**src/rtl/lcu_spg_adder4.sv**
```systemverilog
// lcu_spg_adder4: registered 4-bit carry-lookahead adder slice (spg cells + lcu)
module lcu_spg_adder4_spg (
  input  logic a_i,
  input  logic b_i,
  input  logic c_i,
  output logic p_o,
  output logic g_o,
  output logic s_o
);
  assign p_o = a_i ^ b_i;
  assign g_o = a_i & b_i;
  assign s_o = p_o ^ c_i;
endmodule

module lcu_spg_adder4_lcu (
  input  logic [3:0] p_i,
  input  logic [3:0] g_i,
  input  logic       c_i,
  output logic [3:1] c_o,
  output logic       pg_o,
  output logic       gg_o,
  output logic       cout_o
);
  // Flat two-level sum-of-products for every carry; nothing ripples through the cells.
  always_comb begin
    c_o[1] = g_i[0] | (p_i[0] & c_i);
    c_o[2] = g_i[1] | (p_i[1] & g_i[0]) | (p_i[1] & p_i[0] & c_i);
    c_o[3] = g_i[2] | (p_i[2] & g_i[1]) | (p_i[2] & p_i[1] & g_i[0])
           | (p_i[2] & p_i[1] & p_i[0] & c_i);
    pg_o   = &p_i;
    gg_o   = g_i[3] | (p_i[3] & g_i[2]) | (p_i[3] & p_i[2] & g_i[1])
           | (p_i[3] & p_i[2] & p_i[1] & g_i[0]);
    cout_o = gg_o | (pg_o & c_i);
  end
endmodule

module lcu_spg_adder4 (
  input  logic       clk,
  input  logic       reset,
  input  logic       in_valid,
  input  logic [3:0] a,
  input  logic [3:0] b,
  input  logic       cIn,
  output logic       out_valid,
  output logic [3:0] s,
  output logic       cOut,
  output logic       pg,
  output logic       gg
);
  logic [3:0] p, g, sum;
  logic [3:0] c;
  logic       pg_c, gg_c, cout_c;
  logic [3:0] s_d, s_q;
  logic       cout_d, cout_q, pg_d, pg_q, gg_d, gg_q, valid_q;
  assign c[0] = cIn;
  for (genvar i = 0; i < 4; i++) begin : g_spg
    lcu_spg_adder4_spg u_spg (
      .a_i(a[i]),
      .b_i(b[i]),
      .c_i(c[i]),
      .p_o(p[i]),
      .g_o(g[i]),
      .s_o(sum[i])
    );
  end
  lcu_spg_adder4_lcu u_lcu (
    .p_i   (p),
    .g_i   (g),
    .c_i   (cIn),
    .c_o   (c[3:1]),
    .pg_o  (pg_c),
    .gg_o  (gg_c),
    .cout_o(cout_c)
  );
  // Capture a fresh result on a valid beat, otherwise hold so unknown idle operands never leak out.
  always_comb begin
    s_d    = in_valid ? sum    : s_q;
    cout_d = in_valid ? cout_c : cout_q;
    pg_d   = in_valid ? pg_c   : pg_q;
    gg_d   = in_valid ? gg_c   : gg_q;
  end
  // Output register; reset wins over in_valid and drops any in-flight result.
  always_ff @(posedge clk) begin
    if (reset) begin
      s_q     <= '0;
      cout_q  <= 1'b0;
      pg_q    <= 1'b0;
      gg_q    <= 1'b0;
      valid_q <= 1'b0;
    end else begin
      s_q     <= s_d;
      cout_q  <= cout_d;
      pg_q    <= pg_d;
      gg_q    <= gg_d;
      valid_q <= in_valid;
    end
  end
  assign s         = s_q;
  assign cOut      = cout_q;
  assign pg        = pg_q;
  assign gg        = gg_q;
  assign out_valid = valid_q;
endmodule

```
**config.mk**
```make
export PLATFORM = sky130hd
export DESIGN_NAME = lcu_spg_adder4
export DESIGN_NICKNAME = d
export VERILOG_FILES = /design/src/rtl/lcu_spg_adder4.sv
export SDC_FILE = /design/constraint.sdc
export NUM_CORES = 1
export LEC_CHECK = 0
export CORE_AREA = 2 2 39 41
export CTS_CLUSTER_SIZE = 16
export DETAILED_ROUTE_END_ITERATION = 10
export DIE_AREA = 0 0 41 43
export GPL_TIMING_DRIVEN = 0
export PLACE_DENSITY = 0.69
export REMOVE_ABC_BUFFERS = 1
export SLEW_MARGIN = 20
export SYNTH_ARGS = -nofsm -noshare
export SYNTH_HDL_FRONTEND = slang
export SYNTH_SLANG_ARGS = --single-unit
export TNS_END_PERCENT = 10
```
**constraint.sdc**
```tcl
create_clock -name clk -period 1.62 [get_ports clk]
set_clock_uncertainty 0.15 [all_clocks]
set_input_delay 0.324 -clock clk [delete_from_list [all_inputs] [get_ports clk]]
set_output_delay 0.324 -clock clk [all_outputs]
set_load 0.1 [all_outputs]
```
# Word-level counts from Yosys, hierarchy flattened
# Index checks and enable logic that the tools add are counted.
[classes]
n_bitwise = 37
n_reduce_logical = 1
[ops]
columns = ["operator", "count"]
rows = [
  ["AND 1 bit", 19],
  ["bitwise OR 1 bit", 10],
  ["XOR 1 bit", 8],
  ["AND reduction 4 bit", 1],
]
[totals]
regBits = 8
in_bits = 12
out_inout_bits = 8
wordCells = 43

# Depth between registers and ports, before layout
[logic_depth]
depth_word = 6
ltp_mapped = 6
depth_no_buf = 6

# Modules after synthesis
# Synthesis repeated with hierarchy kept, for this count alone.
[unflattened]
cells_unflattened = 43
hier_area_um2 = 422.9
[modules_own_cells]
columns = ["mod", "instances", "cells_per_inst", "area_per_inst_um2", "seq_area_each_um2"]
rows = [
  ["lcu_spg_adder4", 1, 25, 277.8, 160.2],
  ["lcu_spg_adder4_spg", 4, 2, 21.3, 0.0],
  ["lcu_spg_adder4_lcu", 1, 10, 60.1, 0.0],
]

# Worst setup path after synthesis
# OpenSTA, ideal clock, no wires.
[synth_path]
kind = "input -> register"
startpoint = "in a[0]"
endpoint = "reg s_q[2], in the netlist s[2]"
setup_ns = 0.122
t_arrival_ns = 1.300
t_required_ns = 1.348
path_slack_ns = 0.048
cell_stages = 5
n_path_buf = 0
path_cell_list = "ha_1 a21o_1 a21oi_1 nor4_1 a311o_1"
[synth_via]
elab_chain_cells = 5
elab_cells_between_ends = 8
cone_classes = "bitwise (8)"
[synth_lines]
columns = ["element", "line_no", "source"]
rows = [
  ["from (decl)", "41", "input logic [3:0] a,"],
  ["AND 1 bit or XOR 1 bit (tied branches)", "11, 10", ""],
  ["AND 1 bit", "27", "c_o[2] = g_i[1] | (p_i[1] & g_i[0]) | (p_i[1] & p_i[0] & c_i);"],
  ["bitwise OR 1 bit or AND 1 bit (tied branches)", "27", ""],
  ["bitwise OR 1 bit *", "27", ""],
  ["XOR 1 bit *", "12", "assign s_o = p_o ^ c_i;"],
  ["to (signal assigned)", "85", "s_q <= '0;"],
  ["to (signal assigned)", "91", "s_q <= s_d;"],
  ["to (decl)", "53", "logic [3:0] s_d, s_q;"],
]
# Every way passes the cells marked *; elsewhere a longest branch is shown, timed or not.
# A chain may end at the register's enable or synchronous reset.

# Worst setup path after layout
[layout_path]
startpoint = "in a[1]"
endpoint = "reg s_q[3], in the netlist s[3]"
[layout_via]
elab_chain_cells = 6
elab_cells_between_ends = 11
cone_classes = "bitwise (11)"
[layout_lines]
columns = ["element", "line_no", "source"]
rows = [
  ["AND 1 bit or XOR 1 bit (tied branches)", "11, 10", ""],
  ["AND 1 bit (on tied branches)", "28, 29", ""],
  ["bitwise OR 1 bit (tied with other cells)", "28", "c_o[3] = g_i[2] | (p_i[2] & g_i[1]) | (p_i[2] & p_i[1] & g_i[0])"],
  ["bitwise OR 1 bit or AND 1 bit (tied branches)", "28, 29", ""],
  ["bitwise OR 1 bit *", "29", "| (p_i[2] & p_i[1] & p_i[0] & c_i);"],
  ["XOR 1 bit *", "12", ""],
]
# Marked as above.

==> results <==
- The wire length after detailed routing is 1.042 mm.
- At the worst endpoint, the required time is 1.62 ns.
- The DRC marker count from the first detailed-route iteration is 0.
- For the worst-skew pair, the clock arrives at the later sink with an insertion delay of 0.25 ns.
- From synthesis to final layout, the design area changed by 59.22%.
- Setup repair after global routing could not meet its margin everywhere.
- Sorting the synthesized cells by area gives the leading types as dfxtp_1 (36%), ha_1 (11%), inv_1 (5.9%), nor2_1 (5.0%), a21oi_1 (4.5%).
- At the pin with the least slew margin, the transition time is 0.5402 ns.
- The die covers 0.001763 sq mm.
- In the post-route analysis, the smallest setup slack over all paths is -0.01528 ns.
- The post-detailed-route count of antenna-violating nets is 0.
- The count of antenna diodes in the layout is 0.
- In this run the static leakage power is approximately 0.36 nW.
- The hold-critical path endpoint is out_valid$_SDFF_PP0_.
- The worst setup path is launched from an input port.
- The worst slew margin relative to its limit is 64.15%.
- Power spread over the standard cell area amounts to 883.5 mW/mm^2.
- After technology mapping, the gate count stands at 52.
- The largest net degree at the start of global routing is 12.
- The library cell with the largest summed area after synthesis is dfxtp_1.
- The effective utilization at floorplan is 32.37%.
- The worst hold-check path type is in2reg.
- The number of global-route vias before repair is around 370.
- STA puts the critical path data arrival time at 1.63 ns.
- 20 I/O pins were placed.
- The residual overflow from global routing is 0.
- The last weighted congestion value of the routability-driven placer is 0.7060.
- The worst register-to-register path has a depth of 1.
- Dividing the detail-routed via count by the number of cells gives between 4 and 5.
- The number of nets in the layout is between 90 and 100.
- The area of the placeable core is 0.001384 sq mm.
- The mapped cell area is approximately 450 sq um.
- The share of final-layout standard cells stronger than drive strength 1 is between 20% and 30%.
- The hold violation count in the final report is 0.
- Setup violations remaining at the end of the flow were counted as 1.
- Global routing used 17.50% of the available met2 tracks.
- No sink is reached through more buffers than the 2 on the longest clock path.
- The clock net sink count is 8.
- The number of max-slew violations in the final report is 0.
- TritonCTS created 3 clock buffers.
- The chip height is 43 microns.
- During synthesis, Yosys emitted a total of 0 warnings.
- For this run, the detailed router's first-pass iteration total came to 1.
- Across the VDD grid, the largest voltage drop is between 0.5 and 0.6 mV.
- A synthesized cell averages 8.614 sq um.
- In this run the number of H-tree levels came out at 1.
- Global routing used 9.424% of the available met3 tracks.
- The first global-routing pass estimated 1.483 mm of wire.
- The number of antenna violations at the first check in global routing is 0.
- In this run the critical register-to-register path is captured at s[2]$_SDFFE_PP0P_.
- The number of placement rows is 14.
- The final route contains 438 vias.
- After clock tree synthesis, the clock-pin slew on the worst setup and hold paths is 0.05 ns.
- The maximum achievable frequency is between 600 and 700 MHz.
- Counting instances, the worst hold path has a depth of 2.
- For this run, the register share of the synthesized area comes to 35.75%.
- The total power of the final layout is roughly 0.63 mW.
- The total of fill cells in the finished design is approximately 140.
- For the final routed database, the setup TNS stands at -0.01528 ns.
- The die is 41 microns wide.
- The worst hold slack is between 0.2 and 0.3 ns.
- The startpoint of the most critical register-to-register path is s[2]$_SDFFE_PP0P_.
- The mean routed wirelength per cell is 11.84 microns.
- In this run the most critical hold path is launched from reset.
- After detailed routing, the number of remaining DRC violations is 0.
- In this run the post-CTS setup repair buffer count came out at 0.
- In the finished design, the share of the clock period the worst path needs comes to 100.9%.
- The run finished, with violations left.
- The sort of element at the end of the critical path is a flop.
- TritonCTS built the clock tree.
- The setup slack of the most critical reg-to-reg path is 0.76 ns.
- The fraction of post-synthesis cell area in the top cell type by area is 35.75%.
- The tool flagged a number of max-cap violations equal to 0.
- The type of the worst setup path is in2reg.
- The netlist uses 23 different library cells.
- Global routing consumed, on the met1 layer, 15.64% of the routing resources.
- The root buffer selected by CTS is clkbuf_4.
- The synthesized flop and latch total is 8.
- The total global routing track utilization is 13.21%.
- Counting I/O delays and the setup requirement, the final critical path takes 1.635 ns.
- The final reports fail on setup timing.
- met2 is the most crowded layer.
- Port buffering added 19 buffers.
- Along the worst path, the maximum fanout reaches 5.
- Once detailed placement completed, the half-perimeter wirelength came to 743.9 microns.
[critical path: stages]
cell             delay (ns)
clkdlybuf4s50_1        0.50
ha_4                   0.23
a41oi_2                0.18
o21ai_1                0.11
o311ai_1               0.29
[layout make-up]
cell class	instances	area, sq um	area share, %
well taps	16	20.02	2.807
repair buffers	19	171.4	24.04
inverters	7	26.28	3.684
flip-flops and latches	8	160.2	22.46
clock buffers	3	22.52	3.158
multi-input cells	35	312.8	43.86
[per-stage QoR]
stage | setup slack [ns] | instance area (sq um) | std cells | util [%]
floorplan | 0.04799 | 437.9 | 50 | -
global placement | -0.4714 | 648.1 | 85 | 46.84
detailed placement | -0.4818 | 648.1 | 85 | 46.84
CTS | -0.2125 | 683.2 | 88 | 49.37
global route | -0.04815 | 713.2 | 88 | 51.54
finish | -0.01528 | 713.2 | 88 | 51.54
[cell usage in the layout (no fill, tap or decap), types with 2 or more instances in the layout]
cell type	instances
ha_4	3
buf_2	7
nor2_1	6
nand3_1	2
clkdlybuf4s50_1	5
nand2_1	4
dfxtp_1	8
inv_1	7
dlymetal6s2s_1	6
clkbuf_4	3
a21oi_2	2
a21oi_1	2
[registers in the layout, summed over array words and instances, names as in the netlist]
name	cells
s	4
cOut	1
gg	1
out_valid	1
pg	1
[worst max-delay path by stage]
stage          slack (ns)           endpoint  from  depth (start not counted)
6_report            -0.02  s[3]$_SDFFE_PP0P_  a[1]                          5
5_1_grt             -0.05  cOut$_SDFFE_PP0P_  b[3]                          6
4_1_cts             -0.21  s[2]$_SDFFE_PP0P_  a[0]                          6
3_5_place_dp        -0.48  s[2]$_SDFFE_PP0P_  a[0]                          6
3_3_place_gp        -0.47  s[2]$_SDFFE_PP0P_  a[0]                          6
2_1_floorplan        0.05  s[2]$_SDFFE_PP0P_  a[0]                          5
[logic make-up (layout without fill, tap and decap cells)]
family	after synthesis	in the layout	share of synthesized area (%)
AOI/OAI and AO/OA	13	13	20.39
xor gates and xnor gates	1	1	1.956
DFF	8	8	35.75
adders and majority gates	5	5	15.64
muxes	1	1	2.235
buffers and inverters	9	29	8.099
and+or+nand+nor	15	15	15.92
[cell usage after synthesis, drive strengths merged]
| cell type | number |
|---|---|
| xor2 | 1 |
| o2111ai | 1 |
| inv | 7 |
| o311ai | 1 |
| nor2 | 6 |
| fa | 1 |
| o211a | 1 |
| o21ai | 2 |
| nand2 | 4 |
| buf | 1 |
| a21oi | 4 |
| dfxtp | 8 |
| a211oi | 1 |
| clkbuf | 1 |
| a21o | 1 |
| a311o | 1 |
| nand4b | 1 |
| nand3 | 2 |
| and4 | 1 |
| nor4 | 1 |
| ha | 4 |
| a41oi | 1 |
| mux2i | 1 |
[where the power goes]
group	leakage [nW]	total [mW]	switching [mW]	internal, mW
Sequential	0.0661	0.219	0.00640	0.213
Clock	0.0138	0.149	0.0646	0.0845
Combinational	0.282	0.262	0.181	0.0805
[what timing repair did]
item | CTS | global route
hold buffers | 0 | 0
gates resized for setup | 29 | 26
endpoints found under the setup margin | 13 | 12
gates cloned | 0 | 0
pin swaps | 2 | 2
[metal layers]
layer,up-vias,wire length [microns],share of wire [%]
met1,192,446,43
met5,-,0,0
met3,3,82,7.9
met4,0,17,1.6
met2,17,496,48
li1,226,-,-
(Power assumes the default switching activity.)
